**config.mk**
```make
export PLATFORM = sky130hd
export DESIGN_NAME = circle_buf_reader
export DESIGN_NICKNAME = d
export VERILOG_FILES = /design/src/rtl/circle_buf_pkg.sv /design/src/rtl/circle_buf_skid.sv /design/src/rtl/circle_buf_reader.sv
export SDC_FILE = /design/constraint.sdc
export NUM_CORES = 1
export LEC_CHECK = 0
export BUFFER_PORTS_ARGS = -buffer_cell sky130_fd_sc_hd__buf_4
export CAP_MARGIN = 20
export CELL_PAD_IN_SITES_DETAIL_PLACEMENT = 0
export CELL_PAD_IN_SITES_GLOBAL_PLACEMENT = 2
export CORE_UTILIZATION = 30
export CTS_CLUSTER_SIZE = 12
export DETAILED_ROUTE_END_ITERATION = 7
export PLACE_DENSITY_LB_ADDON = 0.2
export SLEW_MARGIN = 20
export SYNTH_ARGS = -nofsm -noshare
export SYNTH_HDL_FRONTEND = slang
export SYNTH_SLANG_ARGS = --single-unit
```
**constraint.sdc**
```tcl
create_clock -name oclk -period 1.8 [get_ports oclk]
set_input_delay 0.18 -clock oclk [delete_from_list [all_inputs] [get_ports oclk]]
set_output_delay 0.18 -clock oclk [all_outputs]
set_load 0.02 [all_outputs]
```
**src/rtl/circle_buf_pkg.sv**
```systemverilog
// Shared types and status-word field positions for the circle_buf readout path.
package circle_buf_pkg;

    typedef enum logic [1:0] {
        IDLE  = 2'd0,
        HDR   = 2'd1,
        READ  = 2'd2,
        DRAIN = 2'd3
    } state_t;

    // buf_stat layout: write address in the low aw bits, record type in bit 15
    localparam int STAT_ADDR_LSB     = 0;
    localparam int STAT_REC_TYPE_BIT = 15;

endpackage

```
**src/rtl/circle_buf_skid.sv**
```systemverilog
// Two-entry output FIFO; head entry drives the outputs directly from flops.
module circle_buf_skid #(
    parameter int w = 17
) (
    input  logic         clk,
    input  logic         rst,
    input  logic         push,
    input  logic [w-1:0] push_data,
    input  logic         pop,
    output logic [w-1:0] head,
    output logic         valid,
    output logic [1:0]   count
);

    logic [w-1:0] tail;

    assign valid = (count != 2'd0);

    always_ff @(posedge clk or posedge rst) begin
        if (rst) begin
            head  <= '0;
            tail  <= '0;
            count <= 2'd0;
        end else begin
            case (count)
                2'd0: begin
                    if (push) begin
                        head  <= push_data;
                        count <= 2'd1;
                    end
                end
                2'd1: begin
                    if (push && pop) begin
                        head <= push_data;
                    end else if (push) begin
                        tail  <= push_data;
                        count <= 2'd2;
                    end else if (pop) begin
                        count <= 2'd0;
                    end
                end
                2'd2: begin
                    // a push while full is never issued by the reader
                    if (pop) begin
                        head <= tail;
                        if (push) tail <= push_data;
                        else      count <= 2'd1;
                    end
                end
                default: count <= 2'd0;
            endcase
        end
    end

endmodule

```
**src/rtl/circle_buf_reader.sv**
```systemverilog
// Paced frame readout of a circle_buf into a 2-deep output FIFO.
// Optional header word before each frame: define CIRCLE_BUF_READER_HDR_EN.
module circle_buf_reader
    import circle_buf_pkg::*;
#(
    parameter int aw   = 6,
    parameter int dw   = 16,
    parameter int pace = 4
) (
    input  logic          oclk,
    input  logic          rst,
    input  logic          run,
    input  logic          enable,
    input  logic [15:0]   buf_stat,
    input  logic [dw-1:0] d_in,
    output logic [aw-1:0] read_addr,
    output logic          stb_out,
    output logic [dw-1:0] o_data,
    output logic          o_valid,
    input  logic          o_ready,
    output logic          o_last,
    output logic          busy,
    output logic [15:0]   frame_cnt
);

    localparam logic [aw-1:0] ADDR_MAX    = '1;
    localparam logic [3:0]    PACE_RELOAD = 4'(pace - 1);

    state_t        state;
    logic [3:0]    pace_cnt;
    logic          in_flight;
    logic          in_flight_last;
    logic [1:0]    fifo_count;
    logic [2:0]    occupancy;
    logic          strobe_ok;
    logic          push;
    logic          pop;
    logic [dw:0]   push_word;
    logic [dw:0]   head_word;

`ifdef CIRCLE_BUF_READER_HDR_EN
    assign push      = in_flight | (state == HDR);
    assign push_word = in_flight ? {in_flight_last, d_in} : {1'b0, dw'(buf_stat)};
`else
    logic unused_stat;
    assign unused_stat = ^buf_stat;
    assign push        = in_flight;
    assign push_word   = {in_flight_last, d_in};
`endif

    assign pop       = o_valid & o_ready;
    assign o_data    = head_word[dw-1:0];
    assign o_last    = head_word[dw];
    assign busy      = (state != IDLE);
    // buffered words plus strobes whose data has not landed yet
    assign occupancy = {1'b0, fifo_count} + {2'b0, in_flight} + {2'b0, stb_out};
    assign strobe_ok = (state == READ) && !stb_out && (pace_cnt == 4'd0) && (occupancy < 3'd2);

    circle_buf_skid #(.w(dw + 1)) u_skid (
        .clk       (oclk),
        .rst       (rst),
        .push      (push),
        .push_data (push_word),
        .pop       (pop),
        .head      (head_word),
        .valid     (o_valid),
        .count     (fifo_count)
    );

    always_ff @(posedge oclk or posedge rst) begin
        if (rst) begin
            state          <= IDLE;
            read_addr      <= '0;
            stb_out        <= 1'b0;
            pace_cnt       <= 4'd0;
            in_flight      <= 1'b0;
            in_flight_last <= 1'b0;
            frame_cnt      <= 16'd0;
        end else begin
            in_flight      <= stb_out;
            in_flight_last <= stb_out && (read_addr == ADDR_MAX);
            stb_out        <= 1'b0;
            if (pace_cnt != 4'd0) pace_cnt <= pace_cnt - 4'd1;
            if (stb_out) read_addr <= read_addr + 1'b1;
            case (state)
                IDLE: begin
                    if (run && enable) begin
`ifdef CIRCLE_BUF_READER_HDR_EN
                        state <= HDR;
`else
                        state <= READ;
`endif
                    end
                end
`ifdef CIRCLE_BUF_READER_HDR_EN
                HDR: state <= READ;
`endif
                READ: begin
                    if (strobe_ok) begin
                        stb_out  <= 1'b1;
                        pace_cnt <= PACE_RELOAD;
                    end
                    if (stb_out && (read_addr == ADDR_MAX)) state <= DRAIN;
                end
                DRAIN: begin
                    if ((fifo_count == 2'd0) && !in_flight) begin
                        state     <= IDLE;
                        frame_cnt <= frame_cnt + 16'd1;
                    end
                end
                default: state <= IDLE;
            endcase
        end
    end

endmodule

```
==> results.py, run 1 <==
metrics = {
    "floorplan": {
        "die_x_um": 101.0,
        "rows": 35,
        "dieArea_mm2": 0.01021,
        "die_h_um": 101.0,
        "io_pins": 79,
        "start_util": 0.3140,
        "core_region_area_mm2": 0.009371,
    },
    "cts": {
        "clkLatencyLatePin_ns": 0.34,
        "cts_max_path_buffers": 2,
        "cts_hold_repair.buffers": 1,
        "htree_num_levels": 3,
        "cts_resized": 0,
        "post-cts-setup-buffers": 0,
        "clk_pin_slew_ns": 0.08,
        "cts_root_buf": "clkbuf_8",
        "cts.sinks": 67,
        "cts_tree": "done",
        "cts_buffers": 9,
    },
    "timing": {
        "setup_violations": 0,
        "drv_slew": 0,
        "finalCritPeriodShare": 0.9125,
        "timing.fmax_mhz": 608.8,
        "grt_setup_unrepaired": "false",
        "hold_viol": 0,
        "finalSetupTns_ns": 0,
        "slew_headroom": 0.7512,
        "timing.final.crit_period_ns": 1.642,
        "fin_worst_skew_ns": 0.01184,
        "worstMarginPinSlew_ns": 0.3704,
        "fin_ws_ns": 0.1576,
    },
    "pwr": {
        "ir_drop_mv": 0.7693,
        "p_leak_nw": 1.804,
        "pwr_density_cell_mw_per_mm2": 1456,
    },
    "detailed_routing": {
        "drtAntennaViolNets": 0,
        "vias": 2065,
        "wl_per_cell_um": 13.03,
        "dr.pass1.iters": 4,
        "drtIter0Drc": 43,
        "drc": 0,
        "wl_mm": 5.983,
        "vias_per_cell": 4.499,
    },
    "synthesis": {
        "netlist_area_mm2": 0.002943,
        "synth_nets": 291,
        "syn_inst": 250,
        "yosysSeqAreaShare": 0.5697,
        "syn-mean-instance-area_um2": 11.77,
        "yosysWarnings": 0,
        "synth_seq_cells": 67,
        "synth.distinct_cells": 34,
    },
    "finish": {
        "area_growth_pct": 31.51,
        "layout_common_cells": "buf_4 (71), dfrtp_1 (67), nor2_1 (28), a21oi_1 (22), mux2_2 (19)",
        "n_antenna_cell": 0,
        "layout.nets": 366,
        "layout_commonest_cell": "buf_4",
        "drive_above_1_share": 0.3485,
    },
    "placement": {
        "dpl.hpwl_mm": 3.986,
        "portBuffers": 62,
        "pre_cts_slack_ns": 0.1336,
        "finalWeightedCongestion": 0.6606,
    },
    "critical_path": {
        "crit_type": "register to register",
        "cp.arrival_ns": 1.87,
        "max_stage_delay_ns": 0.38,
        "r2r_slack_ns": 0.16,
        "end_kind": "register",
        "crit_fanout": 9,
        "r2r_start": "u_skid.count[0]$_DFFE_PP0P_",
        "slowest_stage": "dfrtp_1",
        "crit_chain": "buf_4 > nor3_1 > and3_1 > mux2_2",
        "rr_worst_depth": 4,
        "worstPathRequired_ns": 2.03,
        "crit_path_start_kind": "register",
        "reg2reg_to": "frame_cnt[1]$_DFFE_PP0P_",
    },
    "global_route": {
        "track_usage": 0.1262,
        "grt_pass1_wl_mm": 9.701,
        "grt_pass1_vias": 1973,
        "grt.overflow.total": 0,
        "grt_max_degree": 68,
        "grt_antenna_before_repair": 0,
    },
    "worst_hold_path": {
        "holdPathStages": 2,
        "worstHoldPathType": "input port to register",
        "hold_end": "u_skid.tail[6]$_DFFE_PP0P_",
        "min_from": "d_in[6]",
    },
    "job": {
        "cap_violations": 0,
    },
    "status": {
        "status": "finished clean",
    },
}
## kinds of logic (layout without fill, tap and decap cells)
kind of cell             after synthesis  after routing  synth area share
AND/OR/NAND/NOR                       74             74            0.1318
flip-flops                            67             67            0.5697
XOR/XNOR                              20             20           0.05952
AO/OA/AOI/OAI                         31             31           0.05953
buffers and inverters                 17             97           0.02849
multiplexers                          37             37            0.1339
adder cells (fa/ha/maj)                4              4           0.01701
## final cells by class
class                      count  area (um^2)
tap                          129        161.4
timing repair buffer          74        583.1
fill                         934         5502
sequential                    67         1677
multi-input combinational    166         1191
clock buffer                  12        155.1
inverter                       7        30.03
clock inverter                 4        72.57
## registers in the layout, indices dropped and copies added (netlist names)
| signal | count |
|---|---|
| u_skid.tail | 17 |
| read_addr | 6 |
| stb_out | 1 |
| in_flight_last | 1 |
| pace_cnt | 4 |
| in_flight | 1 |
| state | 2 |
| u_skid.count | 2 |
| frame_cnt | 16 |
| u_skid.head | 17 |
## routing by layer
metal / up-vias / share of wire / global-route usage
li1: 1017 / - / -
met3: 9 / 0.042 / 0.03537
met1: 1001 / 0.50 / 0.1688
met2: 38 / 0.44 / 0.1884
met5: - / 0 / 0
met4: 0 / 0.018 / 0.06020
## cell usage after synthesis
master | number | share of area
nand2_1 | 10 | 0.013
clkbuf_1 | 1 | 0.0013
nor3_1 | 3 | 0.0051
o21ai_2 | 1 | 0.0030
inv_1 | 7 | 0.0089
or2_2 | 2 | 0.0043
and4_1 | 3 | 0.0089
o22ai_1 | 1 | 0.0021
mux2_2 | 19 | 0.073
nor4_4 | 1 | 0.0072
a21o_1 | 1 | 0.0026
nor2_1 | 28 | 0.036
a21oi_1 | 22 | 0.037
xor2_1 | 8 | 0.024
and3_1 | 3 | 0.0064
buf_6 | 1 | 0.0038
nor3b_1 | 2 | 0.0051
or3_4 | 1 | 0.0038
buf_2 | 7 | 0.012
or2b_1 | 1 | 0.0026
xnor2_1 | 12 | 0.036
ha_1 | 4 | 0.017
dfrtp_1 | 67 | 0.57
o32ai_1 | 1 | 0.0030
nand4_1 | 8 | 0.017
o21ai_0 | 2 | 0.0034
nand3b_1 | 1 | 0.0026
a211oi_1 | 1 | 0.0026
o2bb2ai_1 | 1 | 0.0030
mux2i_1 | 18 | 0.061
nor2b_1 | 4 | 0.0085
buf_4 | 1 | 0.0026
a22oi_1 | 1 | 0.0026
nand3_1 | 7 | 0.012
## where the power goes
group	internal (mW)	total, mW	switching (mW)
Clock	0.855	1.42	0.568
Sequential	1.98	2.25	0.264
Combinational	0.923	1.96	1.04
Total	3.76	5.63	1.87
## critical path, delay by kind of cell, from the launching register on
kind	cells	cell delay [ns]
muxes	1	0.37
buffers and inverters	1	0.17
DFF	1	0.38
and+or+nand+nor	2	0.62
## per-stage QoR
stage / area (um^2) / cells / util / total power [mW] / hold WS [ns]
3_5_place_dp: 3632 / 442 / 0.3876 / 4.268 / 0.3228
6_report: 3870 / 459 / 0.4130 / 5.633 / 0.08812
4_1_cts: 3870 / 459 / 0.4130 / 5.722 / 0.06816
2_1_floorplan: 2947 / 250 / - / 3.513 / 0.3304
3_3_place_gp: 3632 / 442 / 0.3876 / 4.226 / 0.3190
5_1_grt: 3870 / 459 / 0.4130 / 6.025 / 0.06240
## how the worst max path moves through the flow
stage,slack [ns],cells past startpoint,from,end
3_5_place_dp,0.13,4,u_skid.count[0]$_DFFE_PP0P_,frame_cnt[15]$_DFFE_PP0P_
2_1_floorplan,0.12,5,u_skid.count[0]$_DFFE_PP0P_,frame_cnt[15]$_DFFE_PP0P_
6_report,0.16,4,u_skid.count[0]$_DFFE_PP0P_,frame_cnt[1]$_DFFE_PP0P_
5_1_grt,0.009,6,u_skid.count[0]$_DFFE_PP0P_,frame_cnt[12]$_DFFE_PP0P_
3_3_place_gp,0.15,4,u_skid.count[0]$_DFFE_PP0P_,frame_cnt[15]$_DFFE_PP0P_
4_1_cts,0.13,4,u_skid.count[0]$_DFFE_PP0P_,frame_cnt[1]$_DFFE_PP0P_
(Power assumes the default switching activity.)
==> run 2: changes to the inputs <==
PLACE_DENSITY_LB_ADDON = 0.3   (was 0.2)
==> run 2 against run 1 <==
Against the previous run:
- critical path depth unchanged
- register-to-register slack worse by 0.03 ns
- clock power down 13%
- largest power group unchanged
- non-clock buffer count is 2 lower
- final area fell by 0.29%
- total power down 3.0%
- sequential cell count unchanged
- fmax shrank 1.8%
- setup slack worse by 0.030 ns
- via count rose by 0.19%
- final cell count fell by 0.65%
==> results.py, run 2 (synthesis results as in run 1) <==
metrics = {
    "detailed_routing": {
        "vias": 2069,
        "drc": 0,
        "wl_per_cell_um": 12.86,
        "vias_per_cell": 4.537,
        "drtIter0Drc": 45,
        "wl_met1_mm": 2.876,
        "dr.max_layer_used": "met4",
        "route.met2.wl_mm": 2.596,
        "drtAntennaViolNets": 0,
        "met3_length_um": 275,
        "dr.pass1.iters": 5,
        "wl_mm": 5.862,
    },
    "pwr": {
        "ir_drop_mv": 0.5456,
        "pwr_density_cell_mw_per_mm2": 1416,
        "p_leak_nw": 1.791,
    },
    "timing": {
        "worstMarginPinSlew_ns": 0.5763,
        "fin_ws_ns": 0.1275,
        "timing.final.crit_period_ns": 1.673,
        "grt_setup_unrepaired": "false",
        "slew_headroom": 0.6150,
        "setup_violations": 0,
        "timing.fmax_mhz": 597.9,
        "hold_viol": 0,
        "finalSetupTns_ns": 0,
        "finalCritPeriodShare": 0.9292,
        "drv_slew": 0,
        "fin_worst_skew_ns": 0.005623,
    },
    "cts": {
        "clk_pin_slew_ns": 0.07,
        "cts_max_path_buffers": 2,
        "cts.sinks": 67,
        "clkLatencyLatePin_ns": 0.33,
        "cts_buffers": 9,
        "cts_tree": "done",
        "htree_num_levels": 3,
        "cts_root_buf": "clkbuf_8",
    },
    "floorplan": {
        "io_pins": 79,
        "die_x_um": 101.0,
        "start_util": 0.3140,
        "rows": 35,
        "core_region_area_mm2": 0.009371,
        "dieArea_mm2": 0.01021,
        "die_h_um": 101.0,
    },
    "global_route": {
        "grt.overflow.total": 0,
        "grt_pass1_vias": 2036,
        "track_usage": 0.1270,
        "grt_antenna_before_repair": 0,
        "grt_pass1_wl_mm": 9.818,
        "grt_max_degree": 35,
    },
    "placement": {
        "portBuffers": 62,
        "dpl.hpwl_mm": 3.953,
        "finalWeightedCongestion": 0.6664,
        "pre_cts_slack_ns": 0.1136,
    },
    "critical_path": {
        "cp.arrival_ns": 1.89,
        "crit_start": "u_skid.count[0]$_DFFE_PP0P_",
        "crit_path_start_kind": "register",
        "rr_worst_depth": 4,
        "crit_type": "register to register",
        "crit_fanout": 5,
        "reg2reg_to": "frame_cnt[15]$_DFFE_PP0P_",
        "worstPathRequired_ns": 2.02,
        "r2r_slack_ns": 0.13,
        "crit_end": "frame_cnt[15]$_DFFE_PP0P_",
        "r2r_start": "u_skid.count[0]$_DFFE_PP0P_",
        "end_kind": "register",
    },
    "finish": {
        "area_growth_pct": 31.12,
        "layout_commonest_cell": "dfrtp_1",
        "final_core_util": 0.4117,
        "n_antenna_cell": 0,
        "layout_common_cells": "dfrtp_1 (67), buf_4 (66), nor2_1 (28), a21oi_1 (22), mux2_2 (19)",
        "nFillCells": 956,
        "layout.nets": 364,
        "multiInputGateArea_mm2": 0.001191,
        "ff_latch_area_mm2": 0.001677,
        "top_regs": "u_skid.head x17, u_skid.tail x17, frame_cnt x16",
        "drive_above_1_share": 0.3394,
    },
    "status": {
        "status": "finished clean",
    },
    "worst_hold_path": {
        "worstHoldPathType": "input port to register",
    },
    "job": {
        "cap_violations": 0,
    },
}
## run 2: where the power goes
group	total, mW	internal, mW	switching [mW]
registers	2.26	1.98	0.277
clock network	1.24	0.707	0.531
logic	1.97	0.930	1.04
total	5.46	3.62	1.84
## run 2: stage by stage
step                      std cells  total power, mW  cell area [um^2]  hold slack, ns
after floorplan                 250            3.513              2947          0.3304
after detailed placement        440            4.278              3655          0.2824
after global routing            456            5.861              3859         0.07254
final                           456            5.463              3859         0.08403
after CTS                       456            5.557              3859         0.06230
after global placement          440            4.233              3655          0.2792
## run 2: layer usage
| layer | GRT usage | up-vias |
|---|---|---|
| li1 | - | 1007 |
| met1 | 0.1682 | 1003 |
| met2 | 0.1941 | 48 |
| met3 | 0.02774 | 11 |
| met4 | 0.06689 | 0 |
| met5 | 0 | - |
## run 2: final cells by class
class / count / share of cell area
inverters: 7 / 0.007782
multi-input cells: 166 / 0.3087
flip-flops and latches: 67 / 0.4345
well taps: 129 / 0.04183
clock inverters: 2 / 0.009079
clock buffers: 13 / 0.04118
repair buffers: 72 / 0.1569
## run 2: worst min-delay path by stage
stage	to	slack [ns]	start	cells past startpoint
floorplan	frame_cnt[0]$_DFFE_PP0P_	0.33	rst	1
global placement	u_skid.tail[12]$_DFFE_PP0P_	0.28	rst	2
detailed placement	u_skid.tail[12]$_DFFE_PP0P_	0.28	rst	2
CTS	u_skid.tail[15]$_DFFE_PP0P_	0.06	d_in[15]	2
global route	u_skid.tail[11]$_DFFE_PP0P_	0.07	d_in[11]	2
finish	u_skid.tail[15]$_DFFE_PP0P_	0.08	d_in[15]	2
## run 2: repair_timing
item | CTS | global route
setup buffers | 0 | 0
resized for setup | 0 | 0
hold endpoints to repair | 22 | 0
hold buffers | 1 | 0
endpoints found under the setup margin | 0 | 0
## run 2: worst max-delay path: stages (launching register included)
cell and delay, ns:
dfrtp_1 0.41, or3_4 0.43, nor4_4 0.42, nand4_1 0.16
xnor2_1 0.14
